## src/rtl/pwm_pkg.sv

```systemverilog
// Shared definitions for the PWM ramp sequencer: default field widths,
// the control register address, FSM encoding and the wdata packing helper.
package pwm_pkg;

    localparam int PWM_PERIOD_W   = 16;
    localparam int PWM_DUTY_W     = 16;
    localparam int PWM_DATA_W     = PWM_PERIOD_W + PWM_DUTY_W;
    localparam int PWM_ADDR_W     = 8;
    localparam int PWM_INTERVAL_W = 16;

    localparam logic [PWM_ADDR_W-1:0] PWM_CTRL_ADDR_DFLT = 8'h00;

    typedef enum logic [1:0] {
        IDLE  = 2'd0,
        WRITE = 2'd1,
        WAIT  = 2'd2,
        DONE  = 2'd3
    } ramp_state_e;

    // The control register holds period in the upper half, duty in the lower half.
    function automatic logic [PWM_DATA_W-1:0] pack_ctrl(
        input logic [PWM_PERIOD_W-1:0] period,
        input logic [PWM_DUTY_W-1:0]   duty
    );
        return {period, duty};
    endfunction

endpackage

```

## src/rtl/pwm_interval_timer.sv

```systemverilog
// Load/decrement interval counter; expired flags the last cycle of an interval.
// Generic enough to pace any PWM sequencer that spaces bus writes.
module pwm_interval_timer #(
    parameter int WIDTH = 16
) (
    input  logic             clk,
    input  logic             reset,
    input  logic             load,
    input  logic [WIDTH-1:0] load_value,
    input  logic             dec,
    output logic             expired
);

    logic [WIDTH-1:0] count;

    // NOTE: sequential state is updated with non-blocking assignments so every
    // register samples its inputs from before the edge, independent of block order.
    always_ff @(posedge clk or posedge reset) begin
        if (reset) begin
            count <= '0;
        end else if (load) begin
            count <= load_value;
        end else if (dec && (count != '0)) begin
            count <= count - WIDTH'(1);
        end
    end

    assign expired = (count == WIDTH'(1));

endmodule

```

## src/rtl/pwm_ramp_ctrl.sv

```systemverilog
// Soft-start/soft-change sequencer: ramps the PWM duty from the last applied
// value to a commanded target through a series of spaced control-register writes.
module pwm_ramp_ctrl
    import pwm_pkg::*;
#(
    parameter int                    ADDR_WIDTH     = PWM_ADDR_W,
    parameter int                    DATA_WIDTH     = PWM_DATA_W,
    parameter int                    WIDTH_PERIOD   = PWM_PERIOD_W,
    parameter int                    WIDTH_DUTY     = PWM_DUTY_W,
    parameter logic [ADDR_WIDTH-1:0] PWM_CTRL_ADDR  = PWM_CTRL_ADDR_DFLT,
    parameter int                    WIDTH_INTERVAL = PWM_INTERVAL_W
) (
    input  logic                      clk,
    input  logic                      reset,
    input  logic                      cfg_valid,
    output logic                      cfg_ready,
    input  logic [WIDTH_PERIOD-1:0]   cfg_period,
    input  logic [WIDTH_DUTY-1:0]     cfg_target,
    input  logic [WIDTH_DUTY-1:0]     cfg_step,
    input  logic [WIDTH_INTERVAL-1:0] cfg_interval,
    input  logic                      abort,
    output logic [ADDR_WIDTH-1:0]     pwm_addr,
    output logic [DATA_WIDTH-1:0]     pwm_wdata,
    output logic                      pwm_wen,
    output logic                      pwm_ren,
    output logic                      busy,
    output logic                      done,
    output logic                      err_cfg,
    output logic [WIDTH_DUTY-1:0]     cur_duty
);

    ramp_state_e               state;
    logic [WIDTH_PERIOD-1:0]   period_q;
    logic [WIDTH_DUTY-1:0]     target_q;
    logic [WIDTH_DUTY-1:0]     step_q;
    logic [WIDTH_INTERVAL-1:0] interval_q;

    logic                      cmd_bad;
    logic [WIDTH_DUTY-1:0]     start_duty;
    logic [WIDTH_DUTY-1:0]     step_sel;
    logic [WIDTH_DUTY-1:0]     target_sel;
    logic [WIDTH_DUTY-1:0]     calc_duty;
    logic [WIDTH_DUTY-1:0]     wr_duty;
    logic [WIDTH_INTERVAL-1:0] interval_eff;
    logic                      timer_expired;

    // One ramp step with a guard bit so start+step cannot wrap past the target.
    function automatic logic [WIDTH_DUTY-1:0] next_duty(
        input logic [WIDTH_DUTY-1:0] start,
        input logic [WIDTH_DUTY-1:0] target,
        input logic [WIDTH_DUTY-1:0] step
    );
        logic [WIDTH_DUTY:0] sum;
        logic [WIDTH_DUTY:0] diff;
        sum  = {1'b0, start} + {1'b0, step};
        diff = {1'b0, start} - {1'b0, target};
        if (start < target) begin
            return (sum > {1'b0, target}) ? target : sum[WIDTH_DUTY-1:0];
        end else if (start > target) begin
            return (diff <= {1'b0, step}) ? target : start - step;
        end
        return target;
    endfunction

    assign cmd_bad = (cfg_period == '0) || (32'(cfg_target) > 32'(cfg_period)) ||
                     (cfg_step == '0);

    // NOTE: every signal driven here gets a value on every path, so no latch is inferred.
    always_comb begin
        start_duty = cur_duty;
        target_sel = target_q;
        step_sel   = step_q;
        if (state == IDLE) begin
            target_sel = cfg_target;
            step_sel   = cfg_step;
            if (32'(cur_duty) > 32'(cfg_period)) begin
                start_duty = WIDTH_DUTY'(cfg_period);
            end
        end
    end

    assign calc_duty    = next_duty(start_duty, target_sel, step_sel);
    assign wr_duty      = pwm_wdata[WIDTH_DUTY-1:0];
    assign interval_eff = (interval_q == '0) ? WIDTH_INTERVAL'(1) : interval_q;

    pwm_interval_timer #(
        .WIDTH(WIDTH_INTERVAL)
    ) u_timer (
        .clk        (clk),
        .reset      (reset),
        .load       (state == WRITE),
        .load_value (interval_eff),
        .dec        (state == WAIT),
        .expired    (timer_expired)
    );

    always_ff @(posedge clk or posedge reset) begin
        if (reset) begin
            state      <= IDLE;
            period_q   <= '0;
            target_q   <= '0;
            step_q     <= '0;
            interval_q <= '0;
            pwm_wen    <= 1'b0;
            pwm_wdata  <= '0;
            cur_duty   <= '0;
            done       <= 1'b0;
            err_cfg    <= 1'b0;
        end else begin
            pwm_wen <= 1'b0;
            done    <= 1'b0;
            err_cfg <= 1'b0;
            unique case (state)
                IDLE: begin
                    if (cfg_valid) begin
                        if (cmd_bad) begin
                            err_cfg <= 1'b1;
                        end else begin
                            period_q   <= cfg_period;
                            target_q   <= cfg_target;
                            step_q     <= cfg_step;
                            interval_q <= cfg_interval;
                            pwm_wen    <= 1'b1;
                            pwm_wdata  <= pack_ctrl(cfg_period, calc_duty);
                            state      <= WRITE;
                        end
                    end
                end
                WRITE: begin
                    cur_duty <= wr_duty;
                    if (abort) begin
                        state <= IDLE;
                    end else if (wr_duty == target_q) begin
                        done  <= 1'b1;
                        state <= DONE;
                    end else begin
                        state <= WAIT;
                    end
                end
                WAIT: begin
                    if (abort) begin
                        state <= IDLE;
                    end else if (timer_expired) begin
                        pwm_wen   <= 1'b1;
                        pwm_wdata <= pack_ctrl(period_q, calc_duty);
                        state     <= WRITE;
                    end
                end
                DONE: begin
                    state <= IDLE;
                end
                default: begin
                    state <= IDLE;
                end
            endcase
        end
    end

    assign cfg_ready = (state == IDLE);
    assign busy      = (state != IDLE);
    assign pwm_addr  = PWM_CTRL_ADDR;
    assign pwm_ren   = 1'b0;

endmodule

```

## config.mk

```make
export PLATFORM = sky130hd
export DESIGN_NAME = pwm_ramp_ctrl
export DESIGN_NICKNAME = d
export VERILOG_FILES = /design/src/rtl/pwm_pkg.sv /design/src/rtl/pwm_interval_timer.sv /design/src/rtl/pwm_ramp_ctrl.sv
export SDC_FILE = /design/constraint.sdc
export NUM_CORES = 1
export LEC_CHECK = 0
export ABC_AREA = 0
export ABC_CLOCK_PERIOD_IN_PS = 13900
export CAP_MARGIN = 25
export CORE_AREA = 4 4 170 172
export DETAILED_ROUTE_END_ITERATION = 10
export DIE_AREA = 0 0 174 176
export DONT_BUFFER_PORTS = 1
export PLACE_DENSITY = 0.53
export SLEW_MARGIN = 20
export SYNTH_ARGS = -nofsm -noshare
export SYNTH_HDL_FRONTEND = slang
export SYNTH_SLANG_ARGS = --single-unit
```

## constraint.sdc

```tcl
create_clock -name clk -period 13.9 [get_ports clk]
set_input_delay 2.78 -clock clk [delete_from_list [all_inputs] [get_ports clk]]
set_output_delay 2.78 -clock clk [all_outputs]
set_load 0.1 [all_outputs]
```

==> results.py <==
metrics = {
    "clocking": {
        "cts-root-buf": "clkbuf_16",
        "cts_sinks": 133,
        "cts_htree_levels": 4,
        "cts_setup_buffers": 0,
        "clk_pin_slew_ns": 0.07,
        "clk_latency_ns": 0.43,
        "cts_resized": 0,
        "ctsHoldBuffers": 0,
        "cts_made_buffers": 17,
        "clockBufferDepth": 2,
        "cts_tree": "done",
    },
    "cells_and_area": {
        "final_common_cell": "dfrtp_1",
        "drive_gt1_share_pct": 13.8,
        "syn_to_final_growth_pct": 8.66,
        "nets": 1369,
        "num_antenna_cells": 0,
        "layout_common_cells": "133 x dfrtp_1, 112 x ha_1, 111 x nand2_1",
        "fillers": 2749,
    },
    "run": {
        "maxCapViolCount": 0,
    },
    "sta": {
        "finalCriticalPeriod_ns": 9.92,
        "period_share_pct": 71.4,
        "fin_setup_tns_ns": 0,
        "worst_slew_pin_slew_ns": 1.10,
        "hold_violations": 0,
        "finalSetupViolCount": 0,
        "max-slew-margin-rel_pct": 26.7,
        "grt_setup_unrepaired": "false",
        "fmax_mhz": 101,
        "finalMaxSlewViolations": 0,
        "fin_worst_skew_ns": 0.0116,
    },
    "worst_setup_path": {
        "start_kind": "input pin",
        "end_kind": "flip-flop",
        "critPathArrivalTime_ns": 10.25,
        "slowest_delay_ns": 0.85,
        "reg2reg_setup_slack_ns": 5.22,
        "critPathLaunch": "cfg_period[15]",
        "cpLargestDelayFamily": "compound AO/OA/AOI/OAI gates",
        "cp_slowest_cell": "or2_0",
        "r2r-start": "state[0]",
        "setup.worst_path.class": "input pin to flip-flop",
        "path_buf_inv": 3,
        "critical_path_required_ns": 14.23,
        "critPathMaxFanout": 16,
    },
    "synth": {
        "synthesis.area_um2": 10900,
        "synth_flop_cell": "dfrtp_1",
        "synth_cell_types": 85,
        "yosysWarnings": 0,
        "syn_area_per_cell_um2": 9.02,
        "synthCells": 1204,
        "ys_seq_area_share_pct": 30.6,
        "synth_edf_count": 0,
        "ys_ff_latch": 133,
        "synth-async-reset-ratio_pct": 100,
    },
    "grt": {
        "grt_pass1_wl_mm": 53.2,
        "grt_max_degree": 79,
        "grt_pass1_vias": 8949,
        "antenna_found_initial": 0,
        "gr-total-overflow": 0,
        "grt_usage_pct": 22.2,
    },
    "route": {
        "vias_per_cell": 5.88,
        "drc": 0,
        "drtAntennaViolNets": 0,
        "wl_per_cell_um": 22.1,
        "dr.first_iter.drc_count": 681,
        "wirelength_mm": 34.2,
        "dr.pass1.iters": 5,
        "num_vias": 9079,
    },
    "worst_hold_path": {
        "hp-start": "u_timer.count[15]",
        "hold_class": "flip-flop to flip-flop",
    },
    "floorplanning": {
        "coreArea_um2": 27500,
        "die_w_um": 174,
        "ioPinCount": 130,
        "start_util_pct": 39.5,
        "die_h_um": 176,
        "rows": 61,
        "dieArea_um2": 30600,
    },
    "place": {
        "dp_hpwl_mm": 27.1,
        "portBuffers": 0,
        "routabilityCongestion": 0.917,
    },
    "outcome": {
        "status": "complete, no violations",
    },
}
[Yosys cell counts (4+ instances only)]
cell | count | share of area (%)
dfrtp_1 | 133 | 31
xnor2_1 | 24 | 1.9
o221a_2 | 8 | 0.83
a21o_1 | 20 | 1.4
inv_1 | 72 | 2.5
nor2_1 | 81 | 2.8
o31ai_1 | 4 | 0.28
nand2b_1 | 14 | 0.81
a21oi_1 | 88 | 4.1
a211oi_1 | 13 | 0.90
nand4_1 | 18 | 1.0
o211ai_1 | 15 | 1.0
nand3_1 | 13 | 0.60
mux2i_1 | 29 | 2.7
o21ai_0 | 58 | 2.7
nand2_1 | 111 | 3.8
xor2_1 | 27 | 2.2
a221oi_1 | 7 | 0.56
mux2_2 | 81 | 8.4
o41ai_1 | 5 | 0.40
or3_1 | 6 | 0.35
o21a_1 | 12 | 0.83
clkbuf_1 | 33 | 1.1
o22ai_1 | 7 | 0.40
nor2b_1 | 13 | 0.75
buf_4 | 13 | 0.90
o2111ai_1 | 4 | 0.32
a31o_2 | 4 | 0.32
o21bai_1 | 6 | 0.41
nor3_1 | 30 | 1.4
a31oi_1 | 12 | 0.69
and3_1 | 12 | 0.69
nor4_1 | 24 | 1.4
ha_1 | 112 | 13
and2_1 | 7 | 0.40
buf_1 | 6 | 0.21
[routing by layer]
metal	part of all wire, %	track usage [%]
met5	0	0
met4	2.2	5.87
met3	6.1	4.58
met2	46	35.7
met1	46	30.6
[worst reg2reg max path: cells and delay by family (launching register included)]
family                     cells  cell delay [ns]
AOI/OAI and AO/OA             14             3.23
and+or+nand+nor                8             2.83
buffers and inverters          3             1.19
adders and majority gates      3             0.86
DFF                            1             0.46
[flip-flops by register name, summed over array words and instances, names as in the netlist]
signal	count
pwm_wdata	32
cur_duty	16
interval_q	16
period_q	16
step_q	16
target_q	16
u_timer.count	16
state	2
done	1
err_cfg	1
pwm_wen	1
[logic make-up (layout without fill, tap and decap cells)]
kind of cell | Yosys count | count (layout) | share of synthesized area, %
AND/OR/NAND/NOR | 355 | 355 | 16.1
AO/OA/AOI/OAI | 307 | 307 | 19.3
flip-flops | 133 | 133 | 30.6
other | 1 | 9 | 0.0345
XOR/XNOR | 51 | 51 | 4.11
multiplexers | 111 | 111 | 11.2
adder cells (fa/ha/maj) | 115 | 115 | 13.5
buffers and inverters | 131 | 118 | 5.17
[final cells by class]
class / count / area [µm²] / share of cell area, %
multi-input cells: 948 / 7020 / 59.5
flip-flops and latches: 133 / 3330 / 28.2
repair buffers: 12 / 87.6 / 0.742
well taps: 346 / 433 / 3.67
clock buffers: 18 / 439 / 3.72
inverters: 74 / 285 / 2.42
clock inverters: 14 / 204 / 1.73
[path summary, 6_finish.rpt]
path,to,cells after the start
min in group asynchronous,u_timer.count[4],1
max in group asynchronous,pwm_wdata[10],2
worst min register to register,u_timer.count[15],1
worst max-delay path,pwm_wdata[7],30
worst min-delay path,u_timer.count[15],1
worst max register to register,pwm_wdata[7],28
[through the flow]
step	worst slack, ns	util [%]	area, µm²	cells	hold slack, ns
after floorplan	4.48	-	10900	1212	0.449
after global placement	3.76	40.6	11200	1512	0.473
after detailed placement	3.65	40.6	11200	1512	0.481
after CTS	4.09	42.9	11800	1544	0.492
after global routing	3.51	42.9	11800	1545	0.516
final	3.98	42.9	11800	1545	0.488
Power is left out: the tool's default activity adds up to more than one toggle a clock period on the data nets, which glitch-free logic cannot reach.
